**config.mk**
```make
export PLATFORM = sky130hd
export DESIGN_NAME = gpio_ctrl
export DESIGN_NICKNAME = d
export VERILOG_FILES = /design/src/rtl/gpio_pkg.sv /design/src/rtl/gpio_debounce.sv /design/src/rtl/gpio_ctrl.sv
export SDC_FILE = /design/constraint.sdc
export NUM_CORES = 1
export LEC_CHECK = 0
export CAP_MARGIN = 30
export CORE_MARGIN = 5
export CORE_UTILIZATION = 61
export DETAILED_ROUTE_END_ITERATION = 6
export PLACE_DENSITY = 0.82
export SLEW_MARGIN = 30
export SYNTH_ARGS = -nofsm -noshare
export SYNTH_HDL_FRONTEND = slang
export SYNTH_SLANG_ARGS = --single-unit
```
**constraint.sdc**
```tcl
create_clock -name CLOCK_50 -period 23.8 [get_ports CLOCK_50]
set_input_delay 5.95 -clock CLOCK_50 [delete_from_list [all_inputs] [get_ports CLOCK_50]]
set_output_delay 5.95 -clock CLOCK_50 [all_outputs]
set_load 0.005 [all_outputs]
```
**src/rtl/gpio_pkg.sv**
```systemverilog
// gpio_pkg: register map indices and bus constants shared by the GPIO controller.
package gpio_pkg;
    localparam int DATA_W = 32;
    typedef logic [3:0] gpio_addr_t;
    localparam gpio_addr_t ADDR_IN_DATA     = 4'd0;
    localparam gpio_addr_t ADDR_OUT_DATA    = 4'd1;
    localparam gpio_addr_t ADDR_OUT_SET     = 4'd2;
    localparam gpio_addr_t ADDR_OUT_CLR     = 4'd3;
    localparam gpio_addr_t ADDR_OUT_TGL     = 4'd4;
    localparam gpio_addr_t ADDR_IRQ_RISE_EN = 4'd5;
    localparam gpio_addr_t ADDR_IRQ_FALL_EN = 4'd6;
    localparam gpio_addr_t ADDR_IRQ_STATUS  = 4'd7;
    localparam gpio_addr_t ADDR_DB_LIMIT    = 4'd8;
endpackage

```
**src/rtl/gpio_debounce.sv**
```systemverilog
// gpio_debounce: 2-FF synchroniser plus hold-time debounce for one input pin.
module gpio_debounce #(
    parameter int DB_W = 16
) (
    input  logic            clk,
    input  logic            rst,
    input  logic            pin,
    input  logic [DB_W-1:0] limit,
    output logic            db,
    output logic            rise_pulse,
    output logic            fall_pulse
);
    logic [1:0]      sync;
    logic [DB_W-1:0] cnt;
    logic            accept;
    // >= lets a lowered limit release a change that has already been held longer
    assign accept     = (sync[1] != db) && (cnt >= limit);
    assign rise_pulse = accept && sync[1];
    assign fall_pulse = accept && !sync[1];
    always_ff @(posedge clk or posedge rst)
        if (rst) begin
            sync <= '0;
            cnt  <= '0;
            db   <= 1'b0;
        end else begin
            sync <= {sync[0], pin};
            cnt  <= (sync[1] == db || accept) ? '0 : cnt + DB_W'(1);
            if (accept) db <= sync[1];
        end
endmodule

```
**src/rtl/gpio_ctrl.sv**
```systemverilog
// gpio_ctrl: register-mapped GPIO block with debounced inputs, edge interrupts
// and set/clear/toggle output access.
module gpio_ctrl
    import gpio_pkg::*;
#(
    parameter int              N_IN   = 10,
    parameter int              N_OUT  = 26,
    parameter int              DB_W   = 16,
    parameter logic [DB_W-1:0] DB_RST = '0
) (
    input  logic              CLOCK_50,
    input  logic              rst,
    input  gpio_addr_t        bus_addr,
    input  logic [DATA_W-1:0] bus_wdata,
    input  logic              bus_we,
    input  logic              bus_re,
    output logic [DATA_W-1:0] bus_rdata,
    output logic              bus_rvalid,
    input  logic [N_IN-1:0]   gpi,
    output logic [N_OUT-1:0]  gpo,
    output logic              irq
);
    logic [N_IN-1:0]   db, rise, fall, rise_en, fall_en, status, status_next, wd_in, w1c;
    logic [N_OUT-1:0]  out_data, out_next, wd_out;
    logic [DB_W-1:0]   db_limit;
    logic [DATA_W-1:0] rd_mux;
    logic              unused_wdata;

    genvar i;
    generate
        for (i = 0; i < N_IN; i++) begin : g_in
            gpio_debounce #(.DB_W(DB_W)) u_db (
                .clk       (CLOCK_50),
                .rst       (rst),
                .pin       (gpi[i]),
                .limit     (db_limit),
                .db        (db[i]),
                .rise_pulse(rise[i]),
                .fall_pulse(fall[i])
            );
        end
    endgenerate

    assign unused_wdata = ^bus_wdata;
    assign wd_in  = bus_wdata[N_IN-1:0];
    assign wd_out = bus_wdata[N_OUT-1:0];
    assign gpo    = out_data;

    assign out_next = !bus_we                        ? out_data :
                      bus_addr == ADDR_OUT_DATA      ? wd_out :
                      bus_addr == ADDR_OUT_SET       ? out_data | wd_out :
                      bus_addr == ADDR_OUT_CLR       ? out_data & ~wd_out :
                      bus_addr == ADDR_OUT_TGL       ? out_data ^ wd_out : out_data;

    // new edges are OR-ed in after the clear so a coincident event survives
    assign w1c         = (bus_we && bus_addr == ADDR_IRQ_STATUS) ? wd_in : '0;
    assign status_next = (status & ~w1c) | (rise & rise_en) | (fall & fall_en);

    assign rd_mux = bus_addr == ADDR_IN_DATA     ? DATA_W'(db) :
                    bus_addr == ADDR_OUT_DATA    ? DATA_W'(out_data) :
                    bus_addr == ADDR_IRQ_RISE_EN ? DATA_W'(rise_en) :
                    bus_addr == ADDR_IRQ_FALL_EN ? DATA_W'(fall_en) :
                    bus_addr == ADDR_IRQ_STATUS  ? DATA_W'(status) :
                    bus_addr == ADDR_DB_LIMIT    ? DATA_W'(db_limit) : '0;

    always_ff @(posedge CLOCK_50 or posedge rst)
        if (rst) begin
            out_data   <= '0;
            rise_en    <= '0;
            fall_en    <= '0;
            status     <= '0;
            db_limit   <= DB_RST;
            irq        <= 1'b0;
            bus_rdata  <= '0;
            bus_rvalid <= 1'b0;
        end else begin
            out_data   <= out_next;
            status     <= status_next;
            irq        <= |status;
            bus_rvalid <= bus_re;
            if (bus_re) bus_rdata <= rd_mux;
            if (bus_we && bus_addr == ADDR_IRQ_RISE_EN) rise_en <= wd_in;
            if (bus_we && bus_addr == ADDR_IRQ_FALL_EN) fall_en <= wd_in;
            if (bus_we && bus_addr == ADDR_DB_LIMIT) db_limit <= bus_wdata[DB_W-1:0];
        end
endmodule
```
# --- After elaboration in Yosys (flattened, before gate mapping) ---
# Index checks and enable logic that the tools add are counted.
totals:
  ff_bits: 296
  latchBits: 0
  ramBits: 0
  rom_bits: 0
  inputBits: 50
  out_inout_bits: 60
  wordCells: 175
  memories: 0
op_classes:
  n_addsub: 10
  mul: 0
  div: 0
  n_lt_le_gt_ge: 10
  n_eq_ne: 28
  shifts: 0
  n_mux: 21
  n_bitwise: 10
  reduce_logical: 58
ops:
  columns: ["operator", "count"]
  rows:
  - ["2-to-1 mux 16 bit", 14]
  - ["adder 16 x 1 -> 16 bit (second input constant)", 10]
  - ["greater-or-equal comparator 16 bit", 10]
  - ["2-to-1 mux 26 bit", 6]
  - ["logical AND 1 bit", 34]
  - ["bitwise AND 10 bit", 3]
  - ["bitwise AND 26 bit", 1]
  - ["inverter 26 bit", 1]
  - ["OR 26 bit", 1]
  - ["bitwise XOR 26 bit", 1]
  - ["OR 10 bit", 2]
  - ["equality test 4 x 3 -> 1 bit (second input constant)", 4]
  - ["equality test 1 bit", 10]
  - ["zero test 1 bit", 10]
  - ["logical OR 1 bit", 10]
  - ["2-to-1 mux 10 bit", 1]
  - ["!= test 1 bit", 10]
  - ["inverter 10 bit", 1]
  - ["OR reduction 10 bit", 1]
  - ["equality test 4 x 2 -> 1 bit (second input constant)", 2]
  - ["equality test 4 x 1 -> 1 bit (second input constant)", 1]
  - ["equality test 4 bit (second input constant)", 1]
  - ["zero test 4 bit", 1]
  - ["nonzero test 4 bit", 1]
  - ["AND reduction 2 bit", 1]

# --- Longest topological paths before layout ---
# Gate-level depths: netlist of the first run.
depth:
  depth_word: 7
  depth_mapped: 8

# --- Hierarchy ---
# Synthesis of the first run repeated with hierarchy kept, for this count alone.
unflattened:
  cells_unflattened: 2019
  hier_area_um2: 18779.3
by_module_without_submodules:
  columns: ["mod", "n_inst", "cells_per_inst", "area_each_um2"]
  rows:
  - ["gpio_debounce", 10, 133, 1248.7]
  - ["gpio_ctrl", 1, 689, 6292.3]

# --- Least setup slack after synthesis of the first run ---
# Ideal clock, no wire load.
synth_timing:
  path_type: "input to register"
  start: "input port bus_addr[1]"
  end: "register fall_en[0]"
  t_arrival_ns: 7.079
  t_required_ns: 23.675
  slack_ns: 16.596
  stages: 5
  path_buffers: 2
  path_cell_list: "buf_2 buf_2 nand2_1 nor2_2 mux2_2"
synth_between:
  elab_chain_len: 2
synth_lines:
  columns: ["element", "line", "source"]
  rows:
  - ["start: declaration", "gpio_ctrl.sv:13", "input gpio_addr_t bus_addr,"]
  - ["equality test 4 x 3 -> 1 bit", "gpio_ctrl.sv:83", "if (bus_we && bus_addr == ADDR_IRQ_FALL_EN) fall_en <= wd_in;"]
  - ["logical AND 1 bit", "gpio_ctrl.sv:83", null]
  - ["end signal: assignment", "gpio_ctrl.sv:83", null]
  - ["end: declaration", "gpio_ctrl.sv:23", "logic [N_IN-1:0] db, rise, fall, rise_en, fall_en, status, status_next, wd_in, w1c;"]
# Every way passes these cells.
# A chain may end at the register's enable or synchronous reset.

# --- Worst setup path after layout of the first run ---
layout_timing:
  start: "input port bus_addr[0]"
  end: "register out_data[21] (netlist: gpo[21])"
layout_between:
  elab_chain_len: 4
layout_lines:
  columns: ["element", "line", "source"]
  rows:
  - ["equality test 4 x 2 -> 1 bit", "gpio_ctrl.sv:52", "bus_addr == ADDR_OUT_CLR ? out_data & ~wd_out :"]
  - ["2-to-1 mux 26 bit", "gpio_ctrl.sv:52", null]
  - ["2-to-1 mux 26 bit", "gpio_ctrl.sv:51", "bus_addr == ADDR_OUT_SET ? out_data | wd_out :"]
  - ["2-to-1 mux 26 bit", "gpio_ctrl.sv:50", "bus_addr == ADDR_OUT_DATA ? wd_out :"]
  - ["end signal: assignment", "gpio_ctrl.sv:77", "out_data <= out_next;"]
  - ["end: declaration", "gpio_ctrl.sv:24", "logic [N_OUT-1:0] out_data, out_next, wd_out;"]
# Several ways; a longest one is shown, not always the timed one.

==> qor.yml, run 1 <==
status:
  status: "completed"
grt:
  grt_use_met1: 0.349
  grt_pass1_vias: 14400
  grt_antenna_before_repair: 0
  grt.overflow.total: 0
  grt_max_degree: 170
  grt_pass1_wl_mm: 72.8
  grt_most_used_layer: "met2"
  grt_use_met3: 0.0651
  grt_use_met2: 0.436
  grt.total_usage: 0.270
floorplan:
  rows: 62
  dieWidth_um: 180
  start_util: 0.615
  placeableCoreArea_um2: 28600
  die_h_um: 180
  ios: 110
  dieArea_um2: 32400
drt:
  routed-via-count: 14200
  drt-initial-drc-count: 1164
  finalWirelength_mm: 44.4
  drt_pass1_iterations: 6
  wl_per_cell_um: 18.8
  antenna_left: 0
  via_per_inst: 6.01
  drc: 0
timing:
  period_share: 0.342
  finalSetupTns_ps: 0
  worstMarginPinSlew_ps: 974
  max_freq_mhz: 123
  rsz0062_at_grt: "no"
  maxSlewHeadroom: 0.351
  setup_viol: 0
  hold_viol: 0
  slew_viol_final: 0
  finClkSkew_ps: 18.4
  min_period_ps: 8140
run:
  drv_cap: 0
yosys:
  netlist_instances: 1877
  synth_edf_count: 0
  synth-seq-cells: 290
  syn-cell-area_um2: 17600
  synth.avg_cell_area_um2: 9.38
  synth_cell_types: 49
  synthFlopType: "dfrtp_1"
  ys_seq_area_frac: 0.412
  synth_warnings: 0
  async_reset_ff_frac: 1.00
cells_and_area:
  num_antenna_cells: 0
  layout_common_cells: "290 x dfrtp_1, 265 x nor2_1, 222 x ha_1"
  layout-drive-gt1-share: 0.0584
  fillers: 2046
  area.growth.synth_to_final_pct: 13.8
  design_area_um2: 20000
  layout.nets: 2234
  layout_commonest_cell: "dfrtp_1"
clocking:
  cts.sinks: 290
  cts_buffer_depth: 3
  root_buffer: "clkbuf_16"
  htree_levels: 2
  cts_setup_buffers: 0
  cts_tree: "done"
  clkLatencyLatePin_ps: 520
  cts_buffers: 34
  cts-resized-gates: 0
  clk_pin_slew_ps: 50
  postCtsHoldBufs: 0
placement:
  place_congestion: 0.852
  dp_hpwl_mm: 28.7
  detailed_place.area_um2: 18900
  port_buffers: 97
pwr:
  vdd.ir_drop.worst_uv: 65.2
  power.leakage_nw: 9.39
  powerDensity_nw_per_um2: 81.7
setup_path:
  slowest_stage: "buf_4"
  crit_fanout: 75
  path_delay_family: "buffers and inverters"
  cp_cell_sequence: "buf_2 > buf_4 > nand2b_1 > nor3_4 > buf_4 > a211oi_1 > a211oi_1 > a21oi_1"
  path_class: "primary input to flip-flop"
  end_kind: "flip-flop"
  critPathArrivalTime_ps: 8520
  startpoint_type: "primary input"
  worstPathRequired_ps: 24180
  crit_buf_inv: 3
  cpPeakStageDelay_ps: 620
hold_path:
  hp-class: "flip-flop to flip-flop"
==> metrics by stage <==
step                worst slack (ps)  cells  hold WS (ps)  utilization  power [W]
floorplan                       9840   1882           331            -   0.000924
global placement               14860   2300           334        0.657    0.00106
detailed placement             14760   2308           336        0.659    0.00110
CTS                            15260   2367           348        0.698    0.00164
global route                   15450   2369           351        0.700    0.00173
finish                         15660   2369           349        0.700    0.00164
==> worst paths after layout <==
| path | from | slack, ps | cells past startpoint | to |
|---|---|---|---|---|
| min in group asynchronous | rst | 5790 | 2 | bus_rdata[12] |
| worst min-delay path | g_in[6].u_db.sync[0] | 350 | 0 | g_in[6].u_db.sync[1] |
| worst max register to register | db_limit[0] | 20920 | 6 | g_in[0].u_db.db |
| max in group asynchronous | rst | 16800 | 4 | g_in[5].u_db.cnt[13] |
| worst min register to register | g_in[6].u_db.sync[0] | 350 | 0 | g_in[6].u_db.sync[1] |
| worst max-delay path | bus_addr[0] | 15660 | 8 | gpo[21] |
==> flip-flops by register name, summed over array words and instances (netlist names) <==
name / flops
rise_en: 10
db_limit: 16
bus_rdata: 26
g_in.u_db.cnt: 160
bus_rvalid: 1
g_in.u_db.sync: 20
g_in.u_db.db: 10
gpo: 26
fall_en: 10
irq: 1
status: 10
==> where the power goes <==
part / switching, W / leakage (nW) / internal (W)
sequential: 0.0000853 / 3.78 / 0.000561
clock: 0.000208 / 0.564 / 0.000327
combinational: 0.000270 / 5.04 / 0.000187
total: 0.000564 / 9.39 / 0.00107
==> layout make-up <==
type	count	area, um^2	share of cell area
Multi-Input combinational cell	1418	9650	0.481
Sequential cell	290	7260	0.362
Timing Repair Buffer	114	1130	0.0562
Clock buffer	50	1010	0.0505
Tap cell	384	480	0.0240
Inverter	104	398	0.0198
Clock inverter	9	124	0.00618
==> metal layers <==
metal  vias up  wire [um]  part of all wire
met3       136       3360             0.076
met5         -          0                 0
met1      6915      18500              0.42
li1       6672          -                 -
met4         0       2040             0.046
met2       513      20500              0.46
==> worst register-to-register path: cells and delay by family, from the launching register on <==
kind / cells / cell delay [ps]
fa+ha+maj: 1 / 380
simple gates: 1 / 140
mux: 1 / 360
flops: 1 / 980
compound gates: 3 / 900
==> synthesized netlist by cell type, types with 2 or more instances <==
cell type  count  area, um^2
and2_1        11        68.8
buf_2         34         170
nor2_1       265         995
buf_4         10        75.1
dfrtp_1      290        7260
clkbuf_1      20        75.1
nand3_1       76         380
nand2_1      152         571
and3_1        24         150
o211ai_1       9        67.6
nor3b_2        2        25.0
and3b_1        2        17.5
o21ai_0       88         440
buf_1          5        18.8
a21oi_1      151         756
a211oi_1      56         420
and4_1        23         201
a22o_1         9        78.8
o21a_1         7        52.6
mux2_2        32         360
o22ai_1        9        56.3
nor2_2         2        12.5
nand4_1       34         213
nor2b_1        8        50.1
a22oi_1       21         158
inv_1        104         390
a2111oi_0      2        17.5
nor4_1         3        18.8
nand3b_1      11        82.6
xnor2_1       29         254
o21ai_1        3        15.0
nor3_1        14        70.1
ha_1         222        2780
nand2b_1       4        25.0
xor2_1       121        1060
a21boi_0       5        37.5
mux2i_1        7        70.1
==> cell families after synthesis <==
family | after synthesis | synth area share
and+or+nand+nor | 636 | 0.167
AOI/OAI and AO/OA | 365 | 0.122
DFF | 290 | 0.412
adders and majority gates | 222 | 0.158
buffers and inverters | 174 | 0.0417
xor gates and xnor gates | 150 | 0.0746
muxes | 39 | 0.0244
other | 1 | 0.000213
Power figures use the tool's default switching activity.
==> inputs of run 2 (changes only) <==
--- a/config.mk
+++ b/config.mk
@@ -7,9 +7,9 @@
 export LEC_CHECK = 0
 export CAP_MARGIN = 30
 export CORE_MARGIN = 5
-export CORE_UTILIZATION = 61
+export CORE_UTILIZATION = 55
 export DETAILED_ROUTE_END_ITERATION = 6
-export PLACE_DENSITY = 0.82
+export PLACE_DENSITY = 0.78
 export SLEW_MARGIN = 30
 export SYNTH_ARGS = -nofsm -noshare
 export SYNTH_HDL_FRONTEND = slang
==> constraint.sdc (replaced) <==
create_clock -name CLOCK_50 -period 6.88 [get_ports CLOCK_50]
set_input_delay 1.72 -clock CLOCK_50 [delete_from_list [all_inputs] [get_ports CLOCK_50]]
set_output_delay 1.72 -clock CLOCK_50 [all_outputs]
set_load 0.005 [all_outputs]
==> qor.yml, run 2 (same netlist as run 1, synthesis figures left out) <==
pwr:
  p_switching_w: 0.00196  # was 0.000564 W
  p_int_w: 0.00369  # was 0.00107 W
  power.leakage_nw: 9.38  # was 9.39 nW
  p_clk_frac: 0.323  # was 0.326
  powerDensity_nw_per_um2: 282  # was 81.7 nW/um^2
  swShare: 0.347  # was 0.344
  combPwrFrac: 0.280  # was 0.279
  vdd.ir_drop.worst_uv: 195  # was 65.2 uV
  power.share.sequential: 0.397  # was 0.394
clocking:
  postCtsHoldBufs: 0  # unchanged
  cts_setup_buffers: 0  # unchanged
  clkLatencyLatePin_ps: 520  # about the same
  cts_buffer_depth: 3  # unchanged
  clk_pin_slew_ps: 60  # was 50 ps
  cts.sinks: 290  # unchanged
  cts_tree: "done"  # unchanged
  htree_levels: 2  # unchanged
  root_buffer: "clkbuf_16"  # unchanged
  cts_buffers: 34  # unchanged
  cts-resized-gates: 0  # unchanged
timing:
  maxSlewHeadroom: 0.344  # was 0.351
  worstMarginPinSlew_ps: 984  # was 974 ps
  slew_viol_final: 0  # unchanged
  finalSetupTns_ps: 0  # unchanged
  min_period_ps: 3940
  hold_viol: 0  # unchanged
  rsz0062_at_grt: "no"  # unchanged
  period_share: 0.573
  finClkSkew_ps: 24.9  # was 18.4 ps
  max_freq_mhz: 254
  setup_viol: 0  # unchanged
setup_path:
  path_class: "primary input to flip-flop"  # unchanged
  r2r-start: "db_limit[0]"  # unchanged
  ff2ff_path_depth: 6  # unchanged
  end_kind: "flip-flop"  # unchanged
  reg2reg_to: "g_in[9].u_db.cnt[13]"  # was g_in[0].u_db.db
  cpPeakStageDelay_ps: 630  # was 620 ps
  critPathArrivalTime_ps: 4320  # was 8520 ps
  crit_path_frequent_cell: "a211oi_1"
  crit_buf_inv: 2  # was 3
  slowest_stage: "clkdlybuf4s50_1"  # was buf_4
  path_delay_family: "buffers and inverters"  # unchanged
  startpoint_type: "primary input"  # unchanged
  cp_cell_sequence: "clkdlybuf4s50_1 > nand2b_1 > nor3_4 > buf_4 > a211oi_1 > a211oi_1 > a21oi_1"  # was buf_2 > buf_4 > nand2b_1 > nor3_4 > buf_4 > a211oi_1 > a211oi_1 > a21oi_1
  worst-r2r-setup-slack_ps: 3920  # was 20920 ps
  worstPathRequired_ps: 7260  # was 24180 ps
  crit_fanout: 65  # was 75
drt:
  wl_per_cell_um: 18.9  # was 18.8 um
  via_per_inst: 5.91  # was 6.01
  antenna_left: 0  # unchanged
  drt-initial-drc-count: 909  # was 1164
  finalWirelength_mm: 45.0  # was 44.4 mm
  drt_pass1_iterations: 5  # was 6
  routed-via-count: 14100  # was 14.2k
  drc: 0  # unchanged
grt:
  grt_use_met3: 0.0551  # was 0.0651
  grt_antenna_before_repair: 0  # unchanged
  grt_pass1_vias: 14400  # about the same
  grt_most_used_layer: "met2"  # unchanged
  grt_pass1_wl_mm: 73.4  # was 72.8 mm
  grt.total_usage: 0.251  # was 0.270
  grt_max_degree: 163  # was 170
  grt_use_met2: 0.411  # was 0.436
  grt.overflow.total: 0  # unchanged
  grt_use_met1: 0.325  # was 0.349
floorplan:
  rows: 65  # was 62
  ios: 110  # unchanged
  dieWidth_um: 189  # was 180 um
  die_h_um: 189  # was 180 um
  start_util: 0.558  # was 0.615
  placeableCoreArea_um2: 31600  # was 28600 um^2
  dieArea_um2: 35700  # was 32400 um^2
placement:
  dp_hpwl_mm: 29.5  # was 28.7 mm
  place_congestion: 0.846  # was 0.852
  port_buffers: 97  # unchanged
  detailed_place.area_um2: 18900  # about the same
cells_and_area:
  fillers: 2520  # was 2046
  multiInputGateArea_um2: 9650  # unchanged
  layout_common_cells: "290 x dfrtp_1, 265 x nor2_1, 222 x ha_1"  # unchanged
  design_area_um2: 20100  # was 20000 um^2
  layout.nets: 2235  # was 2234
  num_antenna_cells: 0  # unchanged
  layout_commonest_cell: "dfrtp_1"  # unchanged
  largest_reg_flops: 160  # unchanged
  layout-drive-gt1-share: 0.0589  # was 0.0584
  seqCellArea_um2: 7260  # unchanged
  area.growth.synth_to_final_pct: 13.9  # was 13.8%
  top_register: "g_in.u_db.cnt"  # unchanged
hold_path:
  worstHoldPathCells: 0  # unchanged
  hp-class: "flip-flop to flip-flop"  # unchanged
  hold_end: "g_in[0].u_db.sync[1]"  # was g_in[6].u_db.sync[1]
  hp-start: "g_in[0].u_db.sync[0]"  # was g_in[6].u_db.sync[0]
status:
  status: "completed"  # unchanged
run:
  drv_cap: 0  # unchanged
-- run 2: power groups by stage --
| stage | Clock, W | Combinational, W | Sequential (W) |
|---|---|---|---|
| 6_report | 0.00182 | 0.00158 | 0.00224 |
| 5_1_grt | 0.00192 | 0.00179 | 0.00228 |
| 4_1_cts | 0.00185 | 0.00158 | 0.00223 |
| 3_5_place_dp | 0 | 0.00156 | 0.00226 |
| 3_3_place_gp | 0 | 0.00144 | 0.00225 |
| 2_1_floorplan | 0 | 0.00103 | 0.00217 |
-- run 2: worst reg2reg max path, delay by kind of cell, from the launching register on --
family	cells	cell delay, ps
compound gates	1	450
fa+ha+maj	1	370
flops	1	990
simple gates	4	1050
-- run 2: through the flow --
stage	hold slack [ps]	cells	setup slack, ps	total power [W]	util
floorplan	331	1882	1310	0.00320	-
finish	349	2387	2940	0.00565	0.636
CTS	350	2386	3010	0.00566	0.635
global route	363	2387	2820	0.00599	0.636
detailed placement	343	2328	2480	0.00382	0.599
global placement	338	2319	2590	0.00368	0.597
-- run 2: worst max path at each step --
stage,startpoint,to,slack [ps],cells past startpoint
3_3_place_gp,bus_addr[3],gpo[14],2590,6
3_5_place_dp,bus_addr[2],gpo[17],2480,7
5_1_grt,bus_addr[3],gpo[15],2820,7
6_report,bus_addr[3],gpo[22],2940,7
4_1_cts,bus_addr[2],gpo[17],3010,7
2_1_floorplan,rst,bus_rdata[0],1310,1
-- run 2: area by class of cell --
cell class	count	area share
Clock inverter	9	0.00512
Multi-Input combinational cell	1418	0.481
Timing Repair Buffer	115	0.0565
Sequential cell	290	0.362
Tap cell	402	0.0251
Inverter	104	0.0197
Clock buffer	49	0.0508
-- run 2: per-layer routing --
| metal | up-vias | share of wire |
|---|---|---|
| met5 | - | 0 |
| met4 | 0 | 0.041 |
| met3 | 121 | 0.066 |
| met2 | 419 | 0.47 |
| met1 | 6881 | 0.43 |
| li1 | 6690 | - |
